File: config.mk
export PLATFORM = sky130hd
export DESIGN_NAME = bram_port_arbiter_flat
export DESIGN_NICKNAME = d
export VERILOG_FILES = /design/src/rtl/bram_port_arbiter_if.sv /design/src/rtl/bram_port_arbiter.sv /design/src/flat_wrapper.sv
export SDC_FILE = /design/constraint.sdc
export NUM_CORES = 1
export LEC_CHECK = 0
export ABC_CLOCK_PERIOD_IN_PS = 1810
export CORE_MARGIN = 2
export CORE_UTILIZATION = 62
export CTS_CLUSTER_SIZE = 25
export DETAILED_ROUTE_END_ITERATION = 8
export DONT_BUFFER_PORTS = 1
export PLACE_DENSITY_LB_ADDON = 0.08
export REMOVE_ABC_BUFFERS = 1
export SETUP_SLACK_MARGIN = 0.05
export SYNTH_ARGS = -nofsm -noshare
export SYNTH_HDL_FRONTEND = slang
export SYNTH_SLANG_ARGS = --single-unit
export TNS_END_PERCENT = 5
File: constraint.sdc
create_clock -name clk -period 1.81 [get_ports clk]
set_input_delay 0.181 -clock clk [delete_from_list [all_inputs] [get_ports clk]]
set_output_delay 0.181 -clock clk [all_outputs]
set_load 0.005 [all_outputs]
File: src/rtl/bram_port_arbiter_if.sv
// Requester-side handshake bundle for one BRAM client (host or sequencer).
// The requester uses the master modport and the arbiter uses the slave modport.
interface bram_port_arbiter_if #(
   parameter int AW = 12,
   parameter int DW = 8
);
   logic          req;
   logic          we;
   logic [AW-1:0] addr;
   logic [DW-1:0] wdata;
   logic          gnt;
   logic          rvalid;
   logic [DW-1:0] rdata;

   modport master (
      output req, we, addr, wdata,
      input  gnt, rvalid, rdata
   );

   modport slave (
      input  req, we, addr, wdata,
      output gnt, rvalid, rdata
   );
endinterface

File: src/rtl/bram_port_arbiter.sv
// Shares one single-port BRAM between the EPP host and the acquisition sequencer.
// Define BRAM_ARB_ROUND_ROBIN_EN for alternating priority; otherwise the sequencer wins unless the host has waited MAX_WAIT cycles.
module bram_port_arbiter #(
   parameter int AW       = 12,
   parameter int DW       = 8,
   parameter int MAX_WAIT = 8
) (
   input  logic                      clk,
   input  logic                      rst,
   bram_port_arbiter_if.slave        h_if,
   bram_port_arbiter_if.slave        s_if,
   output logic                      bram_en,
   output logic                      bram_we,
   output logic [AW-1:0]             bram_addr,
   output logic [DW-1:0]             bram_din,
   input  logic [DW-1:0]             bram_dout,
   output logic                      stm_busy
);

   logic          h_gnt, s_gnt, prio_h;

   logic          bram_en_d,   bram_en_q;
   logic          bram_we_d,   bram_we_q;
   logic [AW-1:0] bram_addr_d, bram_addr_q;
   logic [DW-1:0] bram_din_d,  bram_din_q;
   logic          own1_d,      own1_q;
   logic          acc2_d,      acc2_q;
   logic          we2_d,       we2_q;
   logic          own2_d,      own2_q;
   logic          h_rvalid_d,  h_rvalid_q;
   logic          s_rvalid_d,  s_rvalid_q;
   logic [DW-1:0] h_rdata_d,   h_rdata_q;
   logic [DW-1:0] s_rdata_d,   s_rdata_q;
   logic          stm_busy_d,  stm_busy_q;

`ifdef BRAM_ARB_ROUND_ROBIN_EN
   // 1 = sequencer won the most recent grant
   logic          last_winner_d, last_winner_q;

   always_comb begin
      prio_h        = last_winner_q;
      last_winner_d = last_winner_q;
      if (s_gnt)
         last_winner_d = 1'b1;
      else if (h_gnt)
         last_winner_d = 1'b0;
   end

   always_ff @(posedge clk) begin
      if (rst)
         last_winner_q <= 1'b0;
      else
         last_winner_q <= last_winner_d;
   end
`else
   logic [7:0]    wait_cnt_d, wait_cnt_q;

   always_comb begin
      prio_h     = (wait_cnt_q >= 8'(MAX_WAIT));
      wait_cnt_d = 8'd0;
      if (h_if.req && !h_gnt)
         wait_cnt_d = (wait_cnt_q == 8'hFF) ? 8'hFF : wait_cnt_q + 8'd1;
   end

   always_ff @(posedge clk) begin
      if (rst)
         wait_cnt_q <= 8'd0;
      else
         wait_cnt_q <= wait_cnt_d;
   end
`endif

   // Grants are suppressed during reset so nothing is accepted while flushing.
   assign h_gnt = h_if.req && !rst && (!s_if.req || prio_h);
   assign s_gnt = s_if.req && !rst && !h_gnt;

   always_comb begin
      bram_en_d   = h_gnt || s_gnt;
      bram_we_d   = h_gnt ? h_if.we : (s_gnt && s_if.we);
      bram_addr_d = bram_addr_q;
      bram_din_d  = bram_din_q;
      if (h_gnt) begin
         bram_addr_d = h_if.addr;
         bram_din_d  = h_if.wdata;
      end else if (s_gnt) begin
         bram_addr_d = s_if.addr;
         bram_din_d  = s_if.wdata;
      end
      own1_d = s_gnt;

      acc2_d = bram_en_q;
      we2_d  = bram_we_q;
      own2_d = own1_q;

      // bram_dout is valid in stage 2; capture it for the owning requester
      h_rvalid_d = acc2_q && !we2_q && !own2_q;
      s_rvalid_d = acc2_q && !we2_q &&  own2_q;
      h_rdata_d  = h_rvalid_d ? bram_dout : h_rdata_q;
      s_rdata_d  = s_rvalid_d ? bram_dout : s_rdata_q;

      stm_busy_d = s_if.req || (bram_en_q && own1_q) || (acc2_q && own2_q);
   end

   always_ff @(posedge clk) begin
      if (rst) begin
         bram_en_q   <= 1'b0;
         bram_we_q   <= 1'b0;
         bram_addr_q <= '0;
         bram_din_q  <= '0;
         own1_q      <= 1'b0;
         acc2_q      <= 1'b0;
         we2_q       <= 1'b0;
         own2_q      <= 1'b0;
         h_rvalid_q  <= 1'b0;
         s_rvalid_q  <= 1'b0;
         h_rdata_q   <= '0;
         s_rdata_q   <= '0;
         stm_busy_q  <= 1'b0;
      end else begin
         bram_en_q   <= bram_en_d;
         bram_we_q   <= bram_we_d;
         bram_addr_q <= bram_addr_d;
         bram_din_q  <= bram_din_d;
         own1_q      <= own1_d;
         acc2_q      <= acc2_d;
         we2_q       <= we2_d;
         own2_q      <= own2_d;
         h_rvalid_q  <= h_rvalid_d;
         s_rvalid_q  <= s_rvalid_d;
         h_rdata_q   <= h_rdata_d;
         s_rdata_q   <= s_rdata_d;
         stm_busy_q  <= stm_busy_d;
      end
   end

   assign h_if.gnt    = h_gnt;
   assign s_if.gnt    = s_gnt;
   assign h_if.rvalid = h_rvalid_q;
   assign s_if.rvalid = s_rvalid_q;
   assign h_if.rdata  = h_rdata_q;
   assign s_if.rdata  = s_rdata_q;
   assign bram_en     = bram_en_q;
   assign bram_we     = bram_we_q;
   assign bram_addr   = bram_addr_q;
   assign bram_din    = bram_din_q;
   assign stm_busy    = stm_busy_q;

endmodule
File: src/flat_wrapper.sv
// flat-port wrapper written by rule: the top's interface ports become plain ports
module bram_port_arbiter_flat 
#(
   parameter int AW       = 12,
   parameter int DW       = 8,
   parameter int MAX_WAIT = 8
)
  (clk, rst, bram_en, bram_we, bram_addr, bram_din, bram_dout, stm_busy, h_if_req, h_if_we, h_if_addr, h_if_wdata, h_if_gnt, h_if_rvalid, h_if_rdata, s_if_req, s_if_we, s_if_addr, s_if_wdata, s_if_gnt, s_if_rvalid, s_if_rdata);
  bram_port_arbiter_if #(.AW(AW), .DW(DW)) h_if_i ();
  bram_port_arbiter_if #(.AW(AW), .DW(DW)) s_if_i ();
  input  logic clk;
  input  logic rst;
  output logic bram_en;
  output logic bram_we;
  output logic [AW-1:0] bram_addr;
  output logic [DW-1:0] bram_din;
  input  logic [DW-1:0] bram_dout;
  output logic stm_busy;
  input wire logic [$bits(h_if_i.req)-1:0] h_if_req;
  input wire logic [$bits(h_if_i.we)-1:0] h_if_we;
  input wire logic [$bits(h_if_i.addr)-1:0] h_if_addr;
  input wire logic [$bits(h_if_i.wdata)-1:0] h_if_wdata;
  output wire logic [$bits(h_if_i.gnt)-1:0] h_if_gnt;
  output wire logic [$bits(h_if_i.rvalid)-1:0] h_if_rvalid;
  output wire logic [$bits(h_if_i.rdata)-1:0] h_if_rdata;
  input wire logic [$bits(s_if_i.req)-1:0] s_if_req;
  input wire logic [$bits(s_if_i.we)-1:0] s_if_we;
  input wire logic [$bits(s_if_i.addr)-1:0] s_if_addr;
  input wire logic [$bits(s_if_i.wdata)-1:0] s_if_wdata;
  output wire logic [$bits(s_if_i.gnt)-1:0] s_if_gnt;
  output wire logic [$bits(s_if_i.rvalid)-1:0] s_if_rvalid;
  output wire logic [$bits(s_if_i.rdata)-1:0] s_if_rdata;
  assign h_if_i.req = h_if_req;
  assign h_if_i.we = h_if_we;
  assign h_if_i.addr = h_if_addr;
  assign h_if_i.wdata = h_if_wdata;
  assign h_if_gnt = h_if_i.gnt;
  assign h_if_rvalid = h_if_i.rvalid;
  assign h_if_rdata = h_if_i.rdata;
  assign s_if_i.req = s_if_req;
  assign s_if_i.we = s_if_we;
  assign s_if_i.addr = s_if_addr;
  assign s_if_i.wdata = s_if_wdata;
  assign s_if_gnt = s_if_i.gnt;
  assign s_if_rvalid = s_if_i.rvalid;
  assign s_if_rdata = s_if_i.rdata;
  bram_port_arbiter #(.AW(AW), .DW(DW), .MAX_WAIT(MAX_WAIT)) u_core (.clk(clk), .rst(rst), .h_if(h_if_i), .s_if(s_if_i), .bram_en(bram_en), .bram_we(bram_we), .bram_addr(bram_addr), .bram_din(bram_din), .bram_dout(bram_dout), .stm_busy(stm_busy));
endmodule
Word level (Yosys, flattened, before mapping)
Index checks and enable logic that the tools add are counted.

operators by class
  equal/unequal tests = 1
  bitwise operators = 1
  reductions and logical operators = 22
  muxes and demuxes = 6
  add/sub/neg operators = 1
  $lt $le $gt $ge = 1

operators by type and width
  cell                 count
  $mux 12              2
  $mux 8               3
  $logic_and 1x1->1    11
  $add 8x1->8 const B  1
  $eq 8x8->1 const B   1
  $ge 8x4->1 const B   1
  $logic_not 1->1      5
  $logic_or 1x1->1     4
  $reduce_bool 2->1    1
  $reduce_or 2->1      1
  $mux 1               1
  $not 1->1            1

storage, ports and cells
  register bits after elaboration = 53
  output and inout bits = 43
  input port bits = 54
  word-level logic and storage cells = 46

Logic depth before layout (Yosys ltp)
  depth after elaboration = 7
  mapped depth = 5
  mapped depth without buffers = 4

Least setup slack after synthesis
No wires, ideal clock.

  path kind = reg-to-reg
  start point = reg u_core.wait_cnt_q[4]
  end point = reg u_core.bram_addr_q[0] (netlist: u_core.bram_addr[0])
  cell stages (with the launch flop) = 5
  setup time = 121 ps
  required time = 1689 ps
  setup slack = 448 ps
  path buffers = 1
  period minus slack after synthesis = 1362 ps
  arrival = 1241 ps
  path through = dfxtp_1 nor4_4 a21boi_4 buf_6 mux2_4

on the way
  longest elaborated chain between the ends = 6
  elaborated cells on any way between the ends = 7
  those cells by class = 1 x order compare; 1 x mux; 5 x reduce/logical

RTL lines
  item                                RTL line                  text
  start, declared                     bram_port_arbiter.sv:56   logic [7:0] wait_cnt_d, wait_cnt_q;
  start signal, assigned              bram_port_arbiter.sv:69   wait_cnt_q <= wait_cnt_d;
  $ge 8x4->1 *                        bram_port_arbiter.sv:59   prio_h = (wait_cnt_q >= 8'(MAX_WAIT));
  $logic_or 1x1->1 *                  bram_port_arbiter.sv:74   assign h_gnt = h_if.req && !rst && (!s_if.req || prio_h);
  $logic_and 1x1->1 *                 bram_port_arbiter.sv:74
  $logic_not 1->1                     bram_port_arbiter.sv:75   assign s_gnt = s_if.req && !rst && !h_gnt;
  $logic_and 1x1->1                   bram_port_arbiter.sv:75
  $reduce_bool 2->1 (no source line)  -
  end signal, assigned                bram_port_arbiter.sv:122  bram_addr_q <= bram_addr_d;
  end, declared                       bram_port_arbiter.sv:24   logic [AW-1:0] bram_addr_d, bram_addr_q;

Mark *: on every way between the ends. The rest lies on a longest branch, timed or not.
A chain may end at the register's enable or synchronous reset.

Worst setup path after layout
  start point = reg u_core.wait_cnt_q[7]
  end point = out s_if_gnt

on the way
  longest elaborated chain between the ends = 5

RTL lines
  item               RTL line                 text
  $ge 8x4->1         bram_port_arbiter.sv:59
  $logic_or 1x1->1   bram_port_arbiter.sv:74
  $logic_and 1x1->1  bram_port_arbiter.sv:74
  $logic_not 1->1    bram_port_arbiter.sv:75
  $logic_and 1x1->1  bram_port_arbiter.sv:75
  end, declared      flat_wrapper.sv:30       output wire logic [$bits(s_if_i.gnt)-1:0] s_if_gnt;

Every way passes these cells.

==> reports/qor.tcl <==
set qor(row_count) 22
set qor(tritoncts_clock_tree) {built}
set qor(post-route-min-period_ns) 1.67
set qor(nets) 274
set qor(die_h_um) 65.1
set qor(fp.coreArea_sq_um) 3630
set qor(worstPathMaxFanout) 12
set qor(detail_route.vias_per_cell) 5.45
set qor(postSynthRegisterBits) 53
set qor(cp_startpoint_kind) {register}
set qor(slew_viol_final) 0
set qor(synth_top_flop_cell) {sky130_fd_sc_hd__dfxtp_1}
set qor(power.density_nw_per_um2) 949
set qor(timing.slew.headroom) 0.459
set qor(drt_iter0_drc) 74
set qor(number_of_global_route_vias_before_repair) 1407
set qor(cell_area_after_technology_mapping_sq_um) 2310
set qor(area_grow_syn2layout_pct) 8.87
set qor(clock-sinks) 53
set qor(worst_setup_path_end_kind) {primary output}
set qor(seq_area_frac_synth) 0.459
set qor(post-route-util) 0.693
set qor(antenna_left) 0
set qor(routed_wirelength_um) 4310
set qor(design.die.area_sq_um) 4240
set qor(synthDominantCellAreaShare) 0.459
set qor(detailed_routing_iteration_count_for_the_pre_antenna_repair_pass) 4
set qor(ys_top_cells_by_area) {sky130_fd_sc_hd__dfxtp_1 (46%), sky130_fd_sc_hd__mux2i_1 (16%), sky130_fd_sc_hd__mux2_4 (11%)}
set qor(clock_tree.root_cell) {sky130_fd_sc_hd__clkbuf_8}
set qor(fmax_mhz) 599
set qor(synth_async_sr_flop_share) 0
set qor(detail_route.wl_per_cell_um) 16.1
set qor(synth-edff-count) 0
set qor(ir_worst_vdd_v) 0.000578
set qor(timing.max_cap.violations) 0
set qor(clock_tree.htree_level_count) 2
set qor(pin_count_of_the_biggest_net_entering_global_routing) 47
set qor(final.setup_skew_ns) 0.00478
set qor(buffer_ports.inserted) 0
set qor(clock_latency_ns) 0.30
set qor(finalCritPeriodShare) 0.923
set qor(finalSetupTns_ns) 0
set qor(gp_congestion) 0.676
set qor(initial_antenna_violation_count) 0
set qor(rsz_0062_raised_after_global_routing) {no}
set qor(vias) 1456
set qor(place.detailed.hpwl_um) 2920
set qor(grt_first_pass_wirelength_um) 6690
set qor(floorplan.initialDensity) 0.637
set qor(outcome) {finished clean}
set qor(grt_util_overall) 0.209
set qor(hold_path_class) {in -> reg}
set qor(power.leakage_nw) 1.12
set qor(clk_path_buf_depth) 2
set qor(post_route_cells_drive_above_1_share) 0.164
set qor(grt_overflow) 0
set qor(yosysTopAreaCell) {sky130_fd_sc_hd__dfxtp_1}
set qor(worst-endpoint-arrival_ns) 1.49
set qor(synthDistinctLibCells) 27
set qor(cp.required_ns) 1.63
set qor(drt_drc_violations_left) 0
set qor(number_of_diodes) 0
set qor(synth_warnings) 0
set qor(synth.avg_cell_area_sq_um) 10.7
set qor(tightest_slew_ns) 0.809
set qor(cts-buffers-inserted) 5
set qor(fin_hold_ws_ns) 0.0167
set qor(design.portCount) 97
set qor(die_w_um) 65.1
set qor(clk_transition_reported_paths_ns) 0.08
set qor(final-hold-violation-count) 0
set qor(syn_inst) 216
set qor(timing_worst_setup_path_type) {reg -> out}
set qor(setup_viol) 0
cells in the mapped netlist (2+ instances only):
master and count:
sky130_fd_sc_hd__dfxtp_1 53, sky130_fd_sc_hd__nor2_1 40, sky130_fd_sc_hd__mux2i_1 37, sky130_fd_sc_hd__nor2b_1 24, sky130_fd_sc_hd__mux2_4 17, sky130_fd_sc_hd__clkbuf_1 6, sky130_fd_sc_hd__a21oi_1 5, sky130_fd_sc_hd__buf_2 5
sky130_fd_sc_hd__inv_1 3, sky130_fd_sc_hd__mux2_2 3, sky130_fd_sc_hd__nor3b_1 3, sky130_fd_sc_hd__buf_6 2, sky130_fd_sc_hd__ha_1 2, sky130_fd_sc_hd__nand2b_1 2, sky130_fd_sc_hd__nand3b_1 2
registers in the layout, summed over array words and instances (netlist names):
name                cells
u_core.acc2_q           1
u_core.h_if.rvalid      1
u_core.bram_we          1
u_core.we2_q            1
u_core.h_if.rdata       8
u_core.s_if.rdata       8
u_core.bram_en          1
u_core.bram_addr       12
u_core.own2_q           1
u_core.bram_din         8
u_core.wait_cnt_q       8
u_core.s_if.rvalid      1
u_core.own1_q           1
u_core.stm_busy         1
layout make-up:
| cell class | instances | area (sq um) |
|---|---|---|
| multi-input cells | 150 | 1210 |
| repair buffers | 5 | 45.0 |
| fillers | 280 | 1110 |
| inverters | 3 | 11.3 |
| clock buffers | 5 | 68.8 |
| flip-flops and latches | 53 | 1060 |
| clock inverters | 3 | 65.1 |
| well taps | 48 | 60.1 |
logic make-up after synthesis:
family	count (synthesis)	synth area share
buf+inv	17	0.0368
simple gates	77	0.177
other cells	1	0.00162
xor+xnor	2	0.00757
compound gates	7	0.0227
fa+ha+maj	2	0.0108
flops	53	0.459
mux	57	0.285
routing by layer:
layer  vias up  track usage  part of all wire
met1       669        0.246              0.39
met3         5       0.0625             0.088
met5         -            0                 0
met4         0       0.0703            0.0084
li1        714            -                 -
met2        68        0.362              0.51
layout by cell type (no fill, tap or decap):
| cell type | count |
|---|---|
| sky130_fd_sc_hd__bufinv_16 | 2 |
| sky130_fd_sc_hd__a221oi_1 | 1 |
| sky130_fd_sc_hd__nand4_1 | 1 |
| sky130_fd_sc_hd__ha_1 | 2 |
| sky130_fd_sc_hd__a21boi_4 | 2 |
| sky130_fd_sc_hd__nor2b_1 | 24 |
| sky130_fd_sc_hd__nor3b_1 | 1 |
| sky130_fd_sc_hd__nand2b_1 | 2 |
| sky130_fd_sc_hd__clkbuf_8 | 5 |
| sky130_fd_sc_hd__nor3b_2 | 2 |
| sky130_fd_sc_hd__dlygate4sd3_1 | 3 |
| sky130_fd_sc_hd__inv_1 | 3 |
| sky130_fd_sc_hd__nand4b_1 | 1 |
| sky130_fd_sc_hd__a21oi_1 | 5 |
| sky130_fd_sc_hd__and4_1 | 1 |
| sky130_fd_sc_hd__xnor2_1 | 1 |
| sky130_fd_sc_hd__mux2i_1 | 37 |
| sky130_fd_sc_hd__clkinv_2 | 1 |
| sky130_fd_sc_hd__conb_1 | 4 |
| sky130_fd_sc_hd__buf_4 | 2 |
| sky130_fd_sc_hd__xor2_1 | 1 |
| sky130_fd_sc_hd__nor2_1 | 40 |
| sky130_fd_sc_hd__nand3_1 | 1 |
| sky130_fd_sc_hd__mux2_4 | 17 |
| sky130_fd_sc_hd__nand3b_1 | 2 |
| sky130_fd_sc_hd__nor2b_2 | 1 |
| sky130_fd_sc_hd__nor4_4 | 1 |
| sky130_fd_sc_hd__mux2_2 | 3 |
| sky130_fd_sc_hd__dfxtp_1 | 53 |
final timing paths:
| path | start | end | slack [ns] | cells past startpoint |
|---|---|---|---|---|
| max reg2reg | u_core.wait_cnt_q[5] | u_core.bram_addr[7] | 0.30 | 4 |
| max | u_core.wait_cnt_q[7] | s_if_gnt | 0.14 | 3 |
| min reg2reg | u_core.own1_q | u_core.own2_q | 0.48 | 1 |
| min | s_if_req | u_core.stm_busy | 0.02 | 2 |
metrics by stage:
step | std cells | total power [mW] | area [sq um] | setup WS (ns)
2_1_floorplan | 205 | 1.45 | 2250 | 0.109
3_3_place_gp | 254 | 1.47 | 2320 | 0.104
3_5_place_dp | 254 | 1.48 | 2320 | 0.0276
4_1_cts | 267 | 2.41 | 2510 | 0.0630
5_1_grt | 267 | 2.48 | 2520 | 0.0756
6_report | 267 | 2.39 | 2520 | 0.140
what timing repair did:
| action | in CTS | in global routing |
|---|---|---|
| endpoints found under the setup margin | 4 | 9 |
| hold buffers | 3 | 0 |
| endpoints found under the hold margin | 24 | 0 |
| pin swaps | 2 | 0 |
| setup buffers | 1 | 0 |
| gates resized for setup | 1 | 1 |
| gates cloned | 1 | 0 |
report_power, final:
part           internal [mW]  switching, mW  leakage [nW]
sequential              1.22         0.0473         0.436
clock                  0.549          0.368        0.0681
combinational          0.125         0.0761         0.614
total                   1.90          0.492          1.12
worst max-delay path: stages, from the launching register on:
cell,delay (ns)
sky130_fd_sc_hd__dfxtp_1,0.35
sky130_fd_sc_hd__nor4_4,0.37
sky130_fd_sc_hd__a21boi_4,0.22
sky130_fd_sc_hd__nor3b_2,0.25
(Power assumes the default switching activity.)
